$ cat config.mk
export PLATFORM = sky130hd
export DESIGN_NAME = mul_mem_seq_ctrl_flat
export DESIGN_NICKNAME = d
export VERILOG_FILES = /design/src/rtl/mul_mem_seq_ctrl_pkg.sv /design/src/rtl/mul_mem_seq_ctrl_if.sv /design/src/rtl/mul_mem_seq_ctrl_mul_lat_counter.sv /design/src/rtl/mul_mem_seq_ctrl.sv /design/src/flat_wrapper.sv
export SDC_FILE = /design/constraint.sdc
export NUM_CORES = 1
export LEC_CHECK = 0
export ABC_AREA = 1
export CAP_MARGIN = 10
export CORE_ASPECT_RATIO = 0.75
export CORE_MARGIN = 4
export CORE_UTILIZATION = 50
export CTS_BUF_LIST = sky130_fd_sc_hd__clkbuf_4 sky130_fd_sc_hd__clkbuf_8 sky130_fd_sc_hd__clkbuf_16
export CTS_CLUSTER_DIAMETER = 120
export DETAILED_ROUTE_END_ITERATION = 8
export GPL_TIMING_DRIVEN = 1
export MAX_ROUTING_LAYER = met4
export PLACE_DENSITY = 0.83
export RECOVER_POWER = 50
export SLEW_MARGIN = 15
export SYNTH_ARGS = -nofsm -noshare
export SYNTH_HDL_FRONTEND = slang
export SYNTH_SLANG_ARGS = --single-unit
$ cat constraint.sdc
create_clock -name clk -period 1.55 [get_ports clk]
set_input_delay 0.31 -clock clk [delete_from_list [all_inputs] [get_ports clk]]
set_output_delay 0.31 -clock clk [all_outputs]
set_load 0.02 [all_outputs]
$ cat src/rtl/mul_mem_seq_ctrl_pkg.sv
// mul_mem_pkg: shared definitions for the multiplier/memory batch sequencer.
// Holds the 3-bit state encoding (also consumed by the seven-segment status
// display) and the DA/SA/SB control bundle with its decode helper.
// Optional feature macro used elsewhere in this slice: MUL_MEM_READBACK_CHECK_EN.
package mul_mem_pkg;

  typedef enum logic [2:0] {
    IDLE   = 3'b000,
    LOAD_A = 3'b001,
    LOAD_B = 3'b010,
    MUL    = 3'b011,
    WRITE  = 3'b100,
    READ   = 3'b101,
    DONE   = 3'b110
  } state_t;

  // Field order is fixed: DA, SA, SB (MSB to LSB).
  typedef struct packed {
    logic da;
    logic sa;
    logic sb;
  } ctrl_t;

  function automatic ctrl_t ctrl_decode(input state_t s);
    ctrl_t c;
    c = '0;
    case (s)
      LOAD_A:           c = '{da: 1'b0, sa: 1'b0, sb: 1'b1};
      LOAD_B:           c = '{da: 1'b1, sa: 1'b1, sb: 1'b0};
      MUL, WRITE, READ: c = '{da: 1'b0, sa: 1'b1, sb: 1'b0};
      default:          c = '0;
    endcase
    return c;
  endfunction

endpackage

$ cat src/rtl/mul_mem_seq_ctrl_if.sv
// mul_mem_seq_ctrl_if: start/done handshake plus register-file and RAM
// control bus of the batch sequencer.
//   master : the sequencer (receives start/addresses/op_count, drives strobes,
//            addresses, st_out, busy, done)
//   slave  : the surrounding datapath/top level
// With MUL_MEM_READBACK_CHECK_EN defined, adds mul_result, ram_rd_data
// (DW bits each) and the chk_err flag.
interface mul_mem_seq_ctrl_if #(
  parameter int AW  = 3,
  parameter int RAW = 3,
  parameter int CW  = 4
`ifdef MUL_MEM_READBACK_CHECK_EN
  , parameter int DW = 8
`endif
);
  logic           start;
  logic [AW-1:0]  adr1;
  logic [AW-1:0]  adr2;
  logic [RAW-1:0] dst_adr;
  logic [CW-1:0]  op_count;
  logic           w_rf;
  logic [AW-1:0]  adr;
  logic           DA;
  logic           SA;
  logic           SB;
  logic           w_ram_en;
  logic           r_ram_en;
  logic [RAW-1:0] w_ram_addr;
  logic [2:0]     st_out;
  logic           busy;
  logic           done;
`ifdef MUL_MEM_READBACK_CHECK_EN
  logic [DW-1:0]  mul_result;
  logic [DW-1:0]  ram_rd_data;
  logic           chk_err;
`endif

  modport master (
    input  start, adr1, adr2, dst_adr, op_count,
`ifdef MUL_MEM_READBACK_CHECK_EN
    input  mul_result, ram_rd_data,
    output chk_err,
`endif
    output w_rf, adr, DA, SA, SB, w_ram_en, r_ram_en, w_ram_addr,
    output st_out, busy, done
  );

  modport slave (
    output start, adr1, adr2, dst_adr, op_count,
`ifdef MUL_MEM_READBACK_CHECK_EN
    output mul_result, ram_rd_data,
    input  chk_err,
`endif
    input  w_rf, adr, DA, SA, SB, w_ram_en, r_ram_en, w_ram_addr,
    input  st_out, busy, done
  );

endinterface

$ cat src/rtl/mul_mem_seq_ctrl_mul_lat_counter.sv
// mul_lat_counter: loadable down-counter with zero flag, used to time the
// multiplier wait.
//   clk, rst_n : clock, synchronous active-low reset
//   load       : load load_val (has priority over dec)
//   dec        : decrement by one
//   zero       : count equals zero
module mul_lat_counter #(
  parameter int W = 1
) (
  input  logic         clk,
  input  logic         rst_n,
  input  logic         load,
  input  logic [W-1:0] load_val,
  input  logic         dec,
  output logic         zero
);
  logic [W-1:0] cnt;

  always_ff @(posedge clk) begin
    if (!rst_n) begin
      cnt <= '0;
    end else if (load) begin
      cnt <= load_val;
    end else if (dec) begin
      cnt <= cnt - W'(1);
    end
  end

  assign zero = (cnt == '0);
endmodule

$ cat src/rtl/mul_mem_seq_ctrl.sv
// mul_mem_seq_ctrl: sequences a batch of op_count multiply operations
// (load A, load B, wait MUL_LAT cycles, write product to RAM, read it back),
// auto-incrementing register-file and RAM addresses with wrap-around.
//   clk, rst_n : clock, synchronous active-low reset
//   bus        : mul_mem_seq_ctrl_if.master (start/adr1/adr2/dst_adr/op_count in;
//                w_rf/adr/DA/SA/SB/w_ram_en/r_ram_en/w_ram_addr/st_out/busy/done out)
// All outputs are a registered decode of the state, one cycle behind it.
// Optional macro MUL_MEM_READBACK_CHECK_EN adds parameter DW and the sticky
// readback comparison flag chk_err.
module mul_mem_seq_ctrl
  import mul_mem_pkg::*;
#(
  parameter int AW      = 3,
  parameter int RAW     = 3,
  parameter int CW      = 4,
  parameter int MUL_LAT = 1
`ifdef MUL_MEM_READBACK_CHECK_EN
  , parameter int DW    = 8
`endif
) (
  input logic               clk,
  input logic               rst_n,
  mul_mem_seq_ctrl_if.master bus
);
  localparam int LW = (MUL_LAT > 1) ? $clog2(MUL_LAT) : 1;

  state_t         state, state_nx;
  logic [AW-1:0]  cur_a, cur_b;
  logic [RAW-1:0] cur_dst;
  logic [CW-1:0]  rem;
  logic           lat_load, lat_dec, lat_zero;
  logic           accept;
  logic           last_op;
  ctrl_t          ctrl;

  assign accept  = (state == IDLE) && bus.start;
  assign last_op = (rem == CW'(1));
  assign ctrl    = ctrl_decode(state);

  mul_lat_counter #(.W(LW)) u_lat (
    .clk      (clk),
    .rst_n    (rst_n),
    .load     (lat_load),
    .load_val (LW'(MUL_LAT - 1)),
    .dec      (lat_dec),
    .zero     (lat_zero)
  );

  always_comb begin
    state_nx = state;
    lat_load = 1'b0;
    lat_dec  = 1'b0;
    case (state)
      IDLE:   if (bus.start) state_nx = (bus.op_count == '0) ? DONE : LOAD_A;
      LOAD_A: state_nx = LOAD_B;
      LOAD_B: begin
        state_nx = MUL;
        lat_load = 1'b1;
      end
      MUL: begin
        if (lat_zero) state_nx = WRITE;
        else          lat_dec  = 1'b1;
      end
      WRITE:  state_nx = READ;
      READ:   state_nx = last_op ? DONE : LOAD_A;
      DONE:   state_nx = IDLE;
      default: state_nx = IDLE;
    endcase
  end

  always_ff @(posedge clk) begin
    if (!rst_n) begin
      state   <= IDLE;
      cur_a   <= '0;
      cur_b   <= '0;
      cur_dst <= '0;
      rem     <= '0;
    end else begin
      state <= state_nx;
      if (accept) begin
        cur_a   <= bus.adr1;
        cur_b   <= bus.adr2;
        cur_dst <= bus.dst_adr;
        rem     <= bus.op_count;
      end else if (state == READ) begin
        rem <= rem - CW'(1);
        if (!last_op) begin
          cur_a   <= cur_a + AW'(1);
          cur_b   <= cur_b + AW'(1);
          cur_dst <= cur_dst + RAW'(1);
        end
      end
    end
  end

  // Registered output decode of the current state.
  logic           w_rf_q, da_q, sa_q, sb_q, w_ram_en_q, r_ram_en_q, busy_q, done_q;
  logic [AW-1:0]  adr_q;
  logic [RAW-1:0] ram_addr_q;
  logic [2:0]     st_q;

  always_ff @(posedge clk) begin
    if (!rst_n) begin
      w_rf_q     <= 1'b0;
      adr_q      <= '0;
      da_q       <= 1'b0;
      sa_q       <= 1'b0;
      sb_q       <= 1'b0;
      w_ram_en_q <= 1'b0;
      r_ram_en_q <= 1'b0;
      ram_addr_q <= '0;
      st_q       <= '0;
      busy_q     <= 1'b0;
      done_q     <= 1'b0;
    end else begin
      w_rf_q     <= (state == LOAD_A) || (state == LOAD_B);
      adr_q      <= (state == LOAD_A) ? cur_a :
                    (state == LOAD_B) ? cur_b : '0;
      da_q       <= ctrl.da;
      sa_q       <= ctrl.sa;
      sb_q       <= ctrl.sb;
      w_ram_en_q <= (state == WRITE);
      r_ram_en_q <= (state == READ);
      ram_addr_q <= ((state == WRITE) || (state == READ)) ? cur_dst : '0;
      st_q       <= state;
      busy_q     <= (state != IDLE) && (state != DONE);
      done_q     <= (state == DONE);
    end
  end

  assign bus.w_rf       = w_rf_q;
  assign bus.adr        = adr_q;
  assign bus.DA         = da_q;
  assign bus.SA         = sa_q;
  assign bus.SB         = sb_q;
  assign bus.w_ram_en   = w_ram_en_q;
  assign bus.r_ram_en   = r_ram_en_q;
  assign bus.w_ram_addr = ram_addr_q;
  assign bus.st_out     = st_q;
  assign bus.busy       = busy_q;
  assign bus.done       = done_q;

`ifdef MUL_MEM_READBACK_CHECK_EN
  logic [DW-1:0] cap;
  logic          chk_err_q;

  // Read data is compared while r_ram_en is on the pins, i.e. the cycle
  // after the READ state.
  always_ff @(posedge clk) begin
    if (!rst_n) begin
      cap       <= '0;
      chk_err_q <= 1'b0;
    end else begin
      if (state == WRITE) cap <= bus.mul_result;
      if (accept)
        chk_err_q <= 1'b0;
      else if (r_ram_en_q && (bus.ram_rd_data != cap))
        chk_err_q <= 1'b1;
    end
  end

  assign bus.chk_err = chk_err_q;
`endif

endmodule

$ cat src/flat_wrapper.sv
// flat-port wrapper written by rule: the top's interface ports become plain ports
module mul_mem_seq_ctrl_flat import mul_mem_pkg::*;
#(
  parameter int AW      = 3,
  parameter int RAW     = 3,
  parameter int CW      = 4,
  parameter int MUL_LAT = 1

)
  (clk, rst_n, bus_start, bus_adr1, bus_adr2, bus_dst_adr, bus_op_count, bus_w_rf, bus_adr, bus_DA, bus_SA, bus_SB, bus_w_ram_en, bus_r_ram_en, bus_w_ram_addr, bus_st_out, bus_busy, bus_done);
  mul_mem_seq_ctrl_if #(.AW(AW), .RAW(RAW), .CW(CW)) bus_i ();
  input logic clk;
  input logic rst_n;
  input wire logic [$bits(bus_i.start)-1:0] bus_start;
  input wire logic [$bits(bus_i.adr1)-1:0] bus_adr1;
  input wire logic [$bits(bus_i.adr2)-1:0] bus_adr2;
  input wire logic [$bits(bus_i.dst_adr)-1:0] bus_dst_adr;
  input wire logic [$bits(bus_i.op_count)-1:0] bus_op_count;
  output wire logic [$bits(bus_i.w_rf)-1:0] bus_w_rf;
  output wire logic [$bits(bus_i.adr)-1:0] bus_adr;
  output wire logic [$bits(bus_i.DA)-1:0] bus_DA;
  output wire logic [$bits(bus_i.SA)-1:0] bus_SA;
  output wire logic [$bits(bus_i.SB)-1:0] bus_SB;
  output wire logic [$bits(bus_i.w_ram_en)-1:0] bus_w_ram_en;
  output wire logic [$bits(bus_i.r_ram_en)-1:0] bus_r_ram_en;
  output wire logic [$bits(bus_i.w_ram_addr)-1:0] bus_w_ram_addr;
  output wire logic [$bits(bus_i.st_out)-1:0] bus_st_out;
  output wire logic [$bits(bus_i.busy)-1:0] bus_busy;
  output wire logic [$bits(bus_i.done)-1:0] bus_done;
  assign bus_i.start = bus_start;
  assign bus_i.adr1 = bus_adr1;
  assign bus_i.adr2 = bus_adr2;
  assign bus_i.dst_adr = bus_dst_adr;
  assign bus_i.op_count = bus_op_count;
  assign bus_w_rf = bus_i.w_rf;
  assign bus_adr = bus_i.adr;
  assign bus_DA = bus_i.DA;
  assign bus_SA = bus_i.SA;
  assign bus_SB = bus_i.SB;
  assign bus_w_ram_en = bus_i.w_ram_en;
  assign bus_r_ram_en = bus_i.r_ram_en;
  assign bus_w_ram_addr = bus_i.w_ram_addr;
  assign bus_st_out = bus_i.st_out;
  assign bus_busy = bus_i.busy;
  assign bus_done = bus_i.done;
  mul_mem_seq_ctrl #(.AW(AW), .RAW(RAW), .CW(CW), .MUL_LAT(MUL_LAT)) u_core (.clk(clk), .rst_n(rst_n), .bus(bus_i));
endmodule
==> results of run 1 <==
[path summary, 6_finish.rpt]
check | end | cells past startpoint
hold reg to reg | u_core.u_lat.cnt | 2
setup reg to reg | u_core.cur_b[0] | 8
setup / recovery | bus_w_ram_addr[1] | 1
hold / removal | u_core.u_lat.cnt | 2
[metrics by stage]
| step | setup WS, ps | power, µW | instance area (µm²) |
|---|---|---|---|
| global placement | 13.8 | 2520 | 1970 |
| floorplan | 307 | 2130 | 1570 |
| global route | -12.8 | 3870 | 2110 |
| detailed placement | 20.1 | 2570 | 1970 |
| finish | 22.5 | 3620 | 2110 |
| CTS | 16.2 | 3590 | 2110 |
[sequential cells by signal, indices dropped and copies added, names as in the netlist]
register and flops:
u_core.state 3, u_core.bus.adr 3, u_core.cur_b 3, u_core.bus.r_ram_en 1, u_core.bus.w_ram_addr 3, u_core.u_lat.cnt 1
u_core.bus.done 1, u_core.bus.w_ram_en 1, u_core.bus.SA 1, u_core.bus.busy 1, u_core.bus.DA 1, u_core.bus.SB 1
u_core.bus.w_rf 1, u_core.cur_a 3, u_core.cur_dst 3, u_core.bus.st_out 3, u_core.rem 4
[where the power goes]
group	total [µW]	leakage [µW]	internal, µW	switching, µW
clock	1020	0.0000714	686	337
sequential	1210	0.000278	1070	142
combinational	1390	0.000666	562	827
[tightest hold or removal path: stages, from the launching register on]
cell and delay [ps]:
dfxtp_1 310, nand2_1 50, nor2_1 40
[layout make-up]
class	count	share of cell area, %
Clock buffer	6	3.91
Clock inverter	2	2.85
Inverter	30	5.33
Multi-Input combinational cell	156	34.7
Sequential cell	34	32.3
Tap cell	38	2.25
Timing Repair Buffer	44	18.7
[per-layer routing]
layer,vias to the layer above,global-route usage [%]
li1,804,-
met1,698,26.7
met2,57,29.8
met3,8,5.72
met4,0,9.21
met5,-,-
[cells in the final DEF, fill, tap and decap left out, types with 3 or more instances in the layout]
cell	Yosys	routed
inv_1	22	22
nor2_1	31	31
nand3_1	26	26
nand4_1	6	6
clkbuf_8	0	6
clkbuf_1	1	3
o21ai_1	5	5
inv_2	6	5
ha_1	5	5
clkdlybuf4s50_1	0	29
dfxtp_1	34	33
a21oi_1	7	7
nand2_1	66	66
buf_4	3	11
clkinv_1	2	3
[kinds of logic after synthesis]
kind of cell               count (synthesis)  share of synthesized area (%)
and+or+nand+nor                          134                           36.7
buffers and inverters                     37                           9.82
DFF                                       34                           43.5
AOI/OAI and AO/OA                         16                           5.51
adders and majority gates                  5                           3.99
xor gates and xnor gates                   1                          0.559
[timing repair]
action	in CTS	in global routing
hold buffers	0	0
setup buffers	0	2
endpoints found under the setup margin	0	3
gates resized for setup	0	3
==> flow_metrics.tcl, run 1 <==
set metrics [dict create \
    number_of_h_tree_levels 2 \
    cts_max_path_buffers 2 \
    worst-path-buf-inv 1 \
    grt_first_pass_wirelength_um 6380 \
    diode_insertion_count_for_antenna_repair 0 \
    stdcell_count 310 \
    nNetsFinal 292 \
    power.leakage_uw 0.00102 \
    io-pin-count 33 \
    syn_avg_cell_area_um2 6.90 \
    drc 0 \
    outcome "finished, final reports clean" \
    cp_slowest_stage_delay_ps 610 \
    die_width_um 72.6 \
    routedWlPerCell_um 12.2 \
    area_growth_pct 34.7 \
    start_util_pct 52.6 \
    drt-pass1-iter-count 4 \
    cp_top_family "buffers and inverters" \
    synthDistinctLibCells 22 \
    placed_cells_incl_taps 300 \
    detail_route.vias_per_cell 5.05 \
    worstPathRequired_ps 1240 \
    yosysMostFrequentCell "nand2_1" \
    report.final.setup_viol 0 \
    cp-end-kind "primary output" \
    top_cell_type_s_share_of_synthesized_area_pct 43.5 \
    drv_cap 0 \
    sequential_area_share_after_synthesis_pct 43.5 \
    relSlewSlack_pct 75.3 \
    worstPathCellList "clkdlybuf4s50_1" \
    synth.top_cells.by_count "nand2_1, dfxtp_1, nor2_1" \
    sequential_cell_area_um2 682 \
    worst-path-max-fanout 1 \
    synth_largest_area_cell "dfxtp_1" \
    synthTopCellsByArea "dfxtp_1, nand2_1, nand3_1, nor2_1, inv_1" \
    post-route-period-util_pct 98.5 \
    met2RoutedLength_um 1650 \
    clock_latency_at_the_later_pin_of_the_worst_skew_pair_ps 290 \
    worstHoldStart "u_core.u_lat.cnt" \
    first_global_vias 1457 \
    max-vdd-ir-drop_mv 0.983 \
    p_per_area_nw_per_um2 1720 \
    setup.worst_path.start "u_core.bus.w_ram_addr[1]" \
    detailedPlacementHpwl_um 2720 \
    arrival_time_reported_for_the_critical_path_endpoint_ps 1220 \
    route.final.wire_length_um 3790 \
    mappedNetlistNets 248 \
    max_clock_freq_ghz 0.655 \
    maxUsedRoutingLayer "met4" \
    netlist_area_um2 1570 \
    root_buffer "clkbuf_8" \
    grt_start_max_net_pins 12 \
    die_h_um 56.5 \
    synth_enable_flop_cells 0 \
    worst_setup_hold_path_clk_slew_ps 70 \
    clock_tree_sinks 34 \
    ys_seq_elements 34 \
    synth.yosys.warnings 0 \
    route.vias.total 1567 \
    num_rows 17 \
    grt.overflow.total 0 \
    route.layer.met1.wl_um 1780 \
    wl_met3_um 291 \
    timing_hold_violations_final 0 \
    nFillCells 238 \
    drt-initial-drc-count 77 \
    synthFlopType "dfxtp_1" \
    timing.critical_path.from_type "flop" \
    final_core_util_pct 70.9 \
    syn-instance-count 227 \
    worst_clock_skew_ps 3.18 \
    drive_gt1_share_pct 10.3 \
    port-buffer-count 32 \
    cpMaxStageDelayCell "clkdlybuf4s50_1" \
    number_of_antenna_violations_at_the_first_check_in_global_routing 0 \
    critical_path_class "reg2out" \
    asyncSetResetFlopFracSynth_pct 0 \
    antenna_violating_nets_post_route 0 \
    floorplan.die_area_um2 4100 \
    gp_routability_congestion 0.865 \
    class_of_the_tightest_hold_or_removal_check "reg2reg" \
    regToRegSetupSlack_ps 120 \
    track_usage_pct 20.6 \
    tritoncts "done" \
    tritoncts.num_buffers 5 \
    timing.hold.ws_ps 441 \
    core_um2 2980 \
    finalMaxSlewViolations 0 \
    regToRegStartpoint "u_core.state[1]" \
    multi_input_area_um2 732 \
    final_critical_delay_including_setup_and_external_delays_ps 1530 \
    pin_slew_with_the_least_headroom_to_its_limit_ps 369 \
    setup_tns_ps 0 \
]
Note: power is estimated with default switching activity, not from simulation.
==> run 2: changes to the inputs <==
--- a/config.mk
+++ b/config.mk
@@ -14,7 +14,6 @@
 export CTS_CLUSTER_DIAMETER = 120
 export DETAILED_ROUTE_END_ITERATION = 8
 export GPL_TIMING_DRIVEN = 1
-export MAX_ROUTING_LAYER = met4
 export PLACE_DENSITY = 0.83
 export RECOVER_POWER = 50
 export SLEW_MARGIN = 15
==> run 2 against run 1 <==
  * Combinational power barely moved
  * Non-clock buffer count did not move
  * Core utilization did not move
  * Total power barely moved
  * Critical path depth did not move
  * Cell area did not move
  * Hold slack got worse by 3.3 ps
  * Via count barely moved
  * Largest power group unchanged
==> flow_metrics.tcl, run 2 (synthesized netlist as in run 1, its figures left out) <==
set metrics [dict create \
    outcome "finished, final reports clean" \
    placed_cells_incl_taps 300 \
    grt_start_max_net_pins 12 \
    final_critical_delay_including_setup_and_external_delays_ps 1530 \
    arrival_time_reported_for_the_critical_path_endpoint_ps 1220 \
    worstPathCellList "clkdlybuf4s50_1" \
    cts_max_path_buffers 2 \
    clock_tree_sinks 34 \
    max_clock_freq_ghz 0.655 \
    track_usage_pct 20.1 \
    timing_hold_violations_final 0 \
    critical_path_class "reg2out" \
    root_buffer "clkbuf_8" \
    stdcell_area_um2 2110 \
    clock_latency_at_the_later_pin_of_the_worst_skew_pair_ps 290 \
    grt-busiest-layer "met2" \
    tritoncts.num_buffers 5 \
    p_per_area_nw_per_um2 1720 \
    postPlaceCellArea_um2 1970 \
    relSlewSlack_pct 74.7 \
    finalMaxSlewViolations 0 \
    grt_first_pass_wirelength_um 6380 \
    route.final.wire_length_um 3770 \
    nFillCells 238 \
    class_of_the_tightest_hold_or_removal_check "reg2reg" \
    drt-pass1-iter-count 4 \
    cp-end-kind "primary output" \
    mostFrequentLayoutCells "nand2_1, dfxtp_1, nor2_1, clkdlybuf4s50_1, nand3_1" \
    timing.critical_path.from_type "flop" \
    floorplan.die_area_um2 4100 \
    grt_use_met1_pct 26.6 \
    tritoncts "done" \
    post-route-period-util_pct 98.4 \
    cp_top_family "buffers and inverters" \
    regMostFlops "u_core.rem" \
    start_util_pct 52.6 \
    grt_util_met3_pct 5.90 \
    route.vias.total 1566 \
    worst-path-max-fanout 1 \
    gp_routability_congestion 0.852 \
    diode_insertion_count_for_antenna_repair 0 \
    cpMaxStageDelayCell "clkdlybuf4s50_1" \
    worst_setup_hold_path_clk_slew_ps 70 \
    grt.overflow.total 0 \
    detail_route.vias_per_cell 5.05 \
    power.leakage_uw 0.00102 \
    io-pin-count 33 \
    routedWlPerCell_um 12.2 \
    num_rows 17 \
    number_of_h_tree_levels 2 \
    pin_slew_with_the_least_headroom_to_its_limit_ps 378 \
    antenna_violating_nets_post_route 0 \
    core_um2 2980 \
    max-vdd-ir-drop_mv 0.977 \
    die_width_um 72.6 \
    mostFrequentLayoutCell "nand2_1" \
    cp_slowest_stage_delay_ps 600 \
    sequential_cell_area_um2 682 \
    largest_register_ffs 4 \
    drc 0 \
    worst_clock_skew_ps 4.16 \
    area_growth_pct 34.7 \
    stdcell_count 310 \
    multi_input_area_um2 732 \
    drive_gt1_share_pct 10.3 \
    drv_cap 0 \
    die_h_um 56.5 \
    first_global_vias 1453 \
    port-buffer-count 32 \
    worstPathRequired_ps 1240 \
    globalRouteMet2Util_pct 29.8 \
    nNetsFinal 292 \
    worst-path-buf-inv 1 \
    report.final.setup_viol 0 \
    number_of_antenna_violations_at_the_first_check_in_global_routing 0 \
    detailedPlacementHpwl_um 2720 \
    drt-initial-drc-count 81 \
]
-- run 2: where the power goes --
part	switching (µW)	internal (µW)	total, µW
Sequential	142	1070	1210
Clock	336	686	1020
Combinational	826	562	1390
-- run 2: final cells by class --
cell class	count	share of cell area, %
multi-input combinational	156	34.7
sequential	34	32.3
timing repair buffer	44	18.7
inverter	30	5.33
clock buffer	6	3.91
clock inverter	2	2.85
tap	38	2.25
-- run 2: what timing repair did --
| action | CTS | global route |
|---|---|---|
| setup buffers | 0 | 2 |
| gates resized for setup | 0 | 3 |
| endpoints found under the setup margin | 0 | 3 |
| hold buffers | 0 | 0 |
-- run 2: layer usage --
layer / vias up / wire length [µm]
met1: 695 / 1710
met3: 8 / 349
met2: 58 / 1640
met4: 0 / 70
met5: - / 0
li1: 805 / -
-- run 2: stage by stage --
step	TNS (ps)	setup slack [ps]	util (%)	hold WS (ps)	total power [µW]
floorplan	0	307	-	416	2130
CTS	0	16.2	70.9	439	3590
global route	-12.8	-12.8	70.9	464	3870
global placement	0	13.8	66.1	423	2520
finish	0	24.2	70.9	438	3620
detailed placement	0	20.1	66.1	429	2570
-- run 2: worst paths after layout --
path / endpoint / cells past startpoint / slack (ps) / startpoint
max: bus_w_ram_addr[1] / 1 / 20 / u_core.bus.w_ram_addr[1]
min: u_core.u_lat.cnt / 2 / 440 / u_core.u_lat.cnt
max reg2reg: u_core.cur_b[0] / 8 / 130 / u_core.state[1]
min reg2reg: u_core.u_lat.cnt / 2 / 440 / u_core.u_lat.cnt
==> run 3: changes to the inputs <==
--- a/config.mk
+++ b/config.mk
@@ -8,7 +8,7 @@
 export ABC_AREA = 1
 export CAP_MARGIN = 10
 export CORE_ASPECT_RATIO = 0.75
-export CORE_MARGIN = 4
+export CORE_MARGIN = 2
 export CORE_UTILIZATION = 50
 export CTS_BUF_LIST = sky130_fd_sc_hd__clkbuf_4 sky130_fd_sc_hd__clkbuf_8 sky130_fd_sc_hd__clkbuf_16
 export CTS_CLUSTER_DIAMETER = 120
@@ -16,6 +16,8 @@
 export GPL_TIMING_DRIVEN = 1
 export PLACE_DENSITY = 0.83
 export RECOVER_POWER = 50
+export SETUP_SLACK_MARGIN = 0.02
+export SKIP_LAST_GASP = 1
 export SLEW_MARGIN = 15
 export SYNTH_ARGS = -nofsm -noshare
 export SYNTH_HDL_FRONTEND = slang
==> run 3 against run 2 <==
  * Register-to-register slack gained 30 ps
  * Critical path depth is the same
  * Die area shrank 12%
  * Setup slack gained 12 ps
  * Critical endpoint is now bus_w_ram_addr[0]
  * Largest power group unchanged
==> flow_metrics.tcl, run 3 (synthesized netlist as in run 1, its figures left out) <==
set metrics [dict create \
    outcome "finished, final reports clean" \
    clkPwrFrac_pct 19.9 \
    sequential_cell_area_um2 681 \
    drive_gt1_share_pct 9.96 \
    mostFrequentLayoutCell "nand2_1" \
    comb_power_share_pct 41.3 \
    route.vias.total 1549 \
    cp_top_family "buffers and inverters" \
    report.final.setup_viol 0 \
    detailedPlacementHpwl_um 2620 \
    grt_first_pass_wirelength_um 5960 \
    core_um2 2960 \
    routedWlPerCell_um 11.6 \
    number_of_antenna_violations_at_the_first_check_in_global_routing 0 \
    tritoncts "done" \
    start_util_pct 53.0 \
    worst_setup_hold_path_clk_slew_ps 70 \
    finalMaxSlewViolations 0 \
    arrival_time_reported_for_the_critical_path_endpoint_ps 1200 \
    timing_hold_violations_final 0 \
    tritoncts.num_buffers 5 \
    drc 0 \
    num_rows 17 \
    track_usage_pct 22.9 \
    rsz0062_at_grt "no" \
    timing.critical_path.from_type "flop" \
    worst-path-max-fanout 1 \
    max_clock_freq_ghz 0.661 \
    stdcell_area_um2 1960 \
    post-route-period-util_pct 97.6 \
    cts_hold_repair.buffers 0 \
    drt-pass1-iter-count 4 \
    worstPathRequired_ps 1240 \
    critical_path_class "reg2out" \
    final_core_util_pct 66.3 \
    antenna_violating_nets_post_route 0 \
    grt_start_max_net_pins 13 \
    route.final.wire_length_um 3590 \
    class_of_the_tightest_hold_or_removal_check "reg2reg" \
    seqPwrFrac_pct 38.8 \
    report.power.total_uw 3120 \
    gp_routability_congestion 0.891 \
    regMostFlops "u_core.rem" \
    power.leakage_uw 0.000961 \
    cpMaxStageDelayCell "clkdlybuf4s50_1" \
    port-buffer-count 32 \
    diode_insertion_count_for_antenna_repair 0 \
    postPlaceCellArea_um2 1980 \
    worst_clock_skew_ps 5.82 \
    nNetsFinal 292 \
    p_int_uw 1850 \
    max-vdd-ir-drop_mv 0.834 \
    clock_tree_sinks 34 \
    pin_slew_with_the_least_headroom_to_its_limit_ps 366 \
    io-pin-count 33 \
    largest_register_ffs 4 \
    cts_max_path_buffers 2 \
    area_growth_pct 25.2 \
    first_global_vias 1424 \
    final_critical_delay_including_setup_and_external_delays_ps 1510 \
    relSlewSlack_pct 75.5 \
    multi_input_area_um2 734 \
    root_buffer "clkbuf_8" \
    cp-end-kind "primary output" \
    mostFrequentLayoutCells "nand2_1, dfxtp_1, nor2_1, nand3_1, inv_1" \
    cp_slowest_stage_delay_ps 600 \
    clock_latency_at_the_later_pin_of_the_worst_skew_pair_ps 290 \
    die_width_um 68.6 \
    worstPathCellList "clkdlybuf4s50_1" \
    timing.hold.ws_ps 445 \
    drt-initial-drc-count 121 \
    worst-path-buf-inv 1 \
    floorplan.die_area_um2 3600 \
    number_of_h_tree_levels 2 \
    detail_route.vias_per_cell 5.01 \
    nFillCells 270 \
    drv_cap 0 \
    die_h_um 52.5 \
    p_sw_uw 1280 \
    netSwitchingFraction_pct 40.9 \
    grt.overflow.total 0 \
    regToRegSetupSlack_ps 160 \
    p_per_area_nw_per_um2 1590 \
]
run 3: per-stage QoR:
step           cells  setup TNS [ps]  setup WS [ps]
2_1_floorplan    227               0            307
3_3_place_gp     302               0           18.3
3_5_place_dp     302           -20.8          -20.5
4_1_cts          309               0           29.4
5_1_grt          309               0           21.7
6_report         309               0           36.5
run 3: final cells by class:
| cell class | count | share of cell area [%] |
|---|---|---|
| well taps | 38 | 2.43 |
| clock inverters | 2 | 0.511 |
| clock buffers | 5 | 3.51 |
| multi-input cells | 156 | 37.5 |
| inverters | 30 | 5.74 |
| repair buffers | 44 | 15.6 |
| flip-flops and latches | 34 | 34.7 |
run 3: worst paths after layout:
check,start,endpoint,cells past startpoint
worst min-delay path,u_core.u_lat.cnt,u_core.u_lat.cnt,2
worst max register to register,u_core.state[2],u_core.rem[3],8
worst min register to register,u_core.u_lat.cnt,u_core.u_lat.cnt,2
worst max-delay path,u_core.bus.w_ram_addr[0],bus_w_ram_addr[0],1
run 3: what timing repair did:
item / 4_1_cts / 5_1_grt
buffers inserted: 0 / 0
resized for setup: 0 / 17
endpoints found under the setup margin: 0 / 19
run 3: power groups by stage:
stage	registers [µW]	clock network (µW)	logic, µW
after floorplan	1270	0	859
after global placement	1220	0	1330
after detailed placement	1230	0	1350
after CTS	1210	631	1360
after global routing	1240	675	1460
final	1210	622	1290
run 3: per-layer routing:
metal	track usage [%]	share of wire (%)	wire length (µm)
met1	29.4	48	1720
met2	35.4	43	1540
met3	8.60	8.1	290
met4	7.00	1.2	44
met5	0	0	0
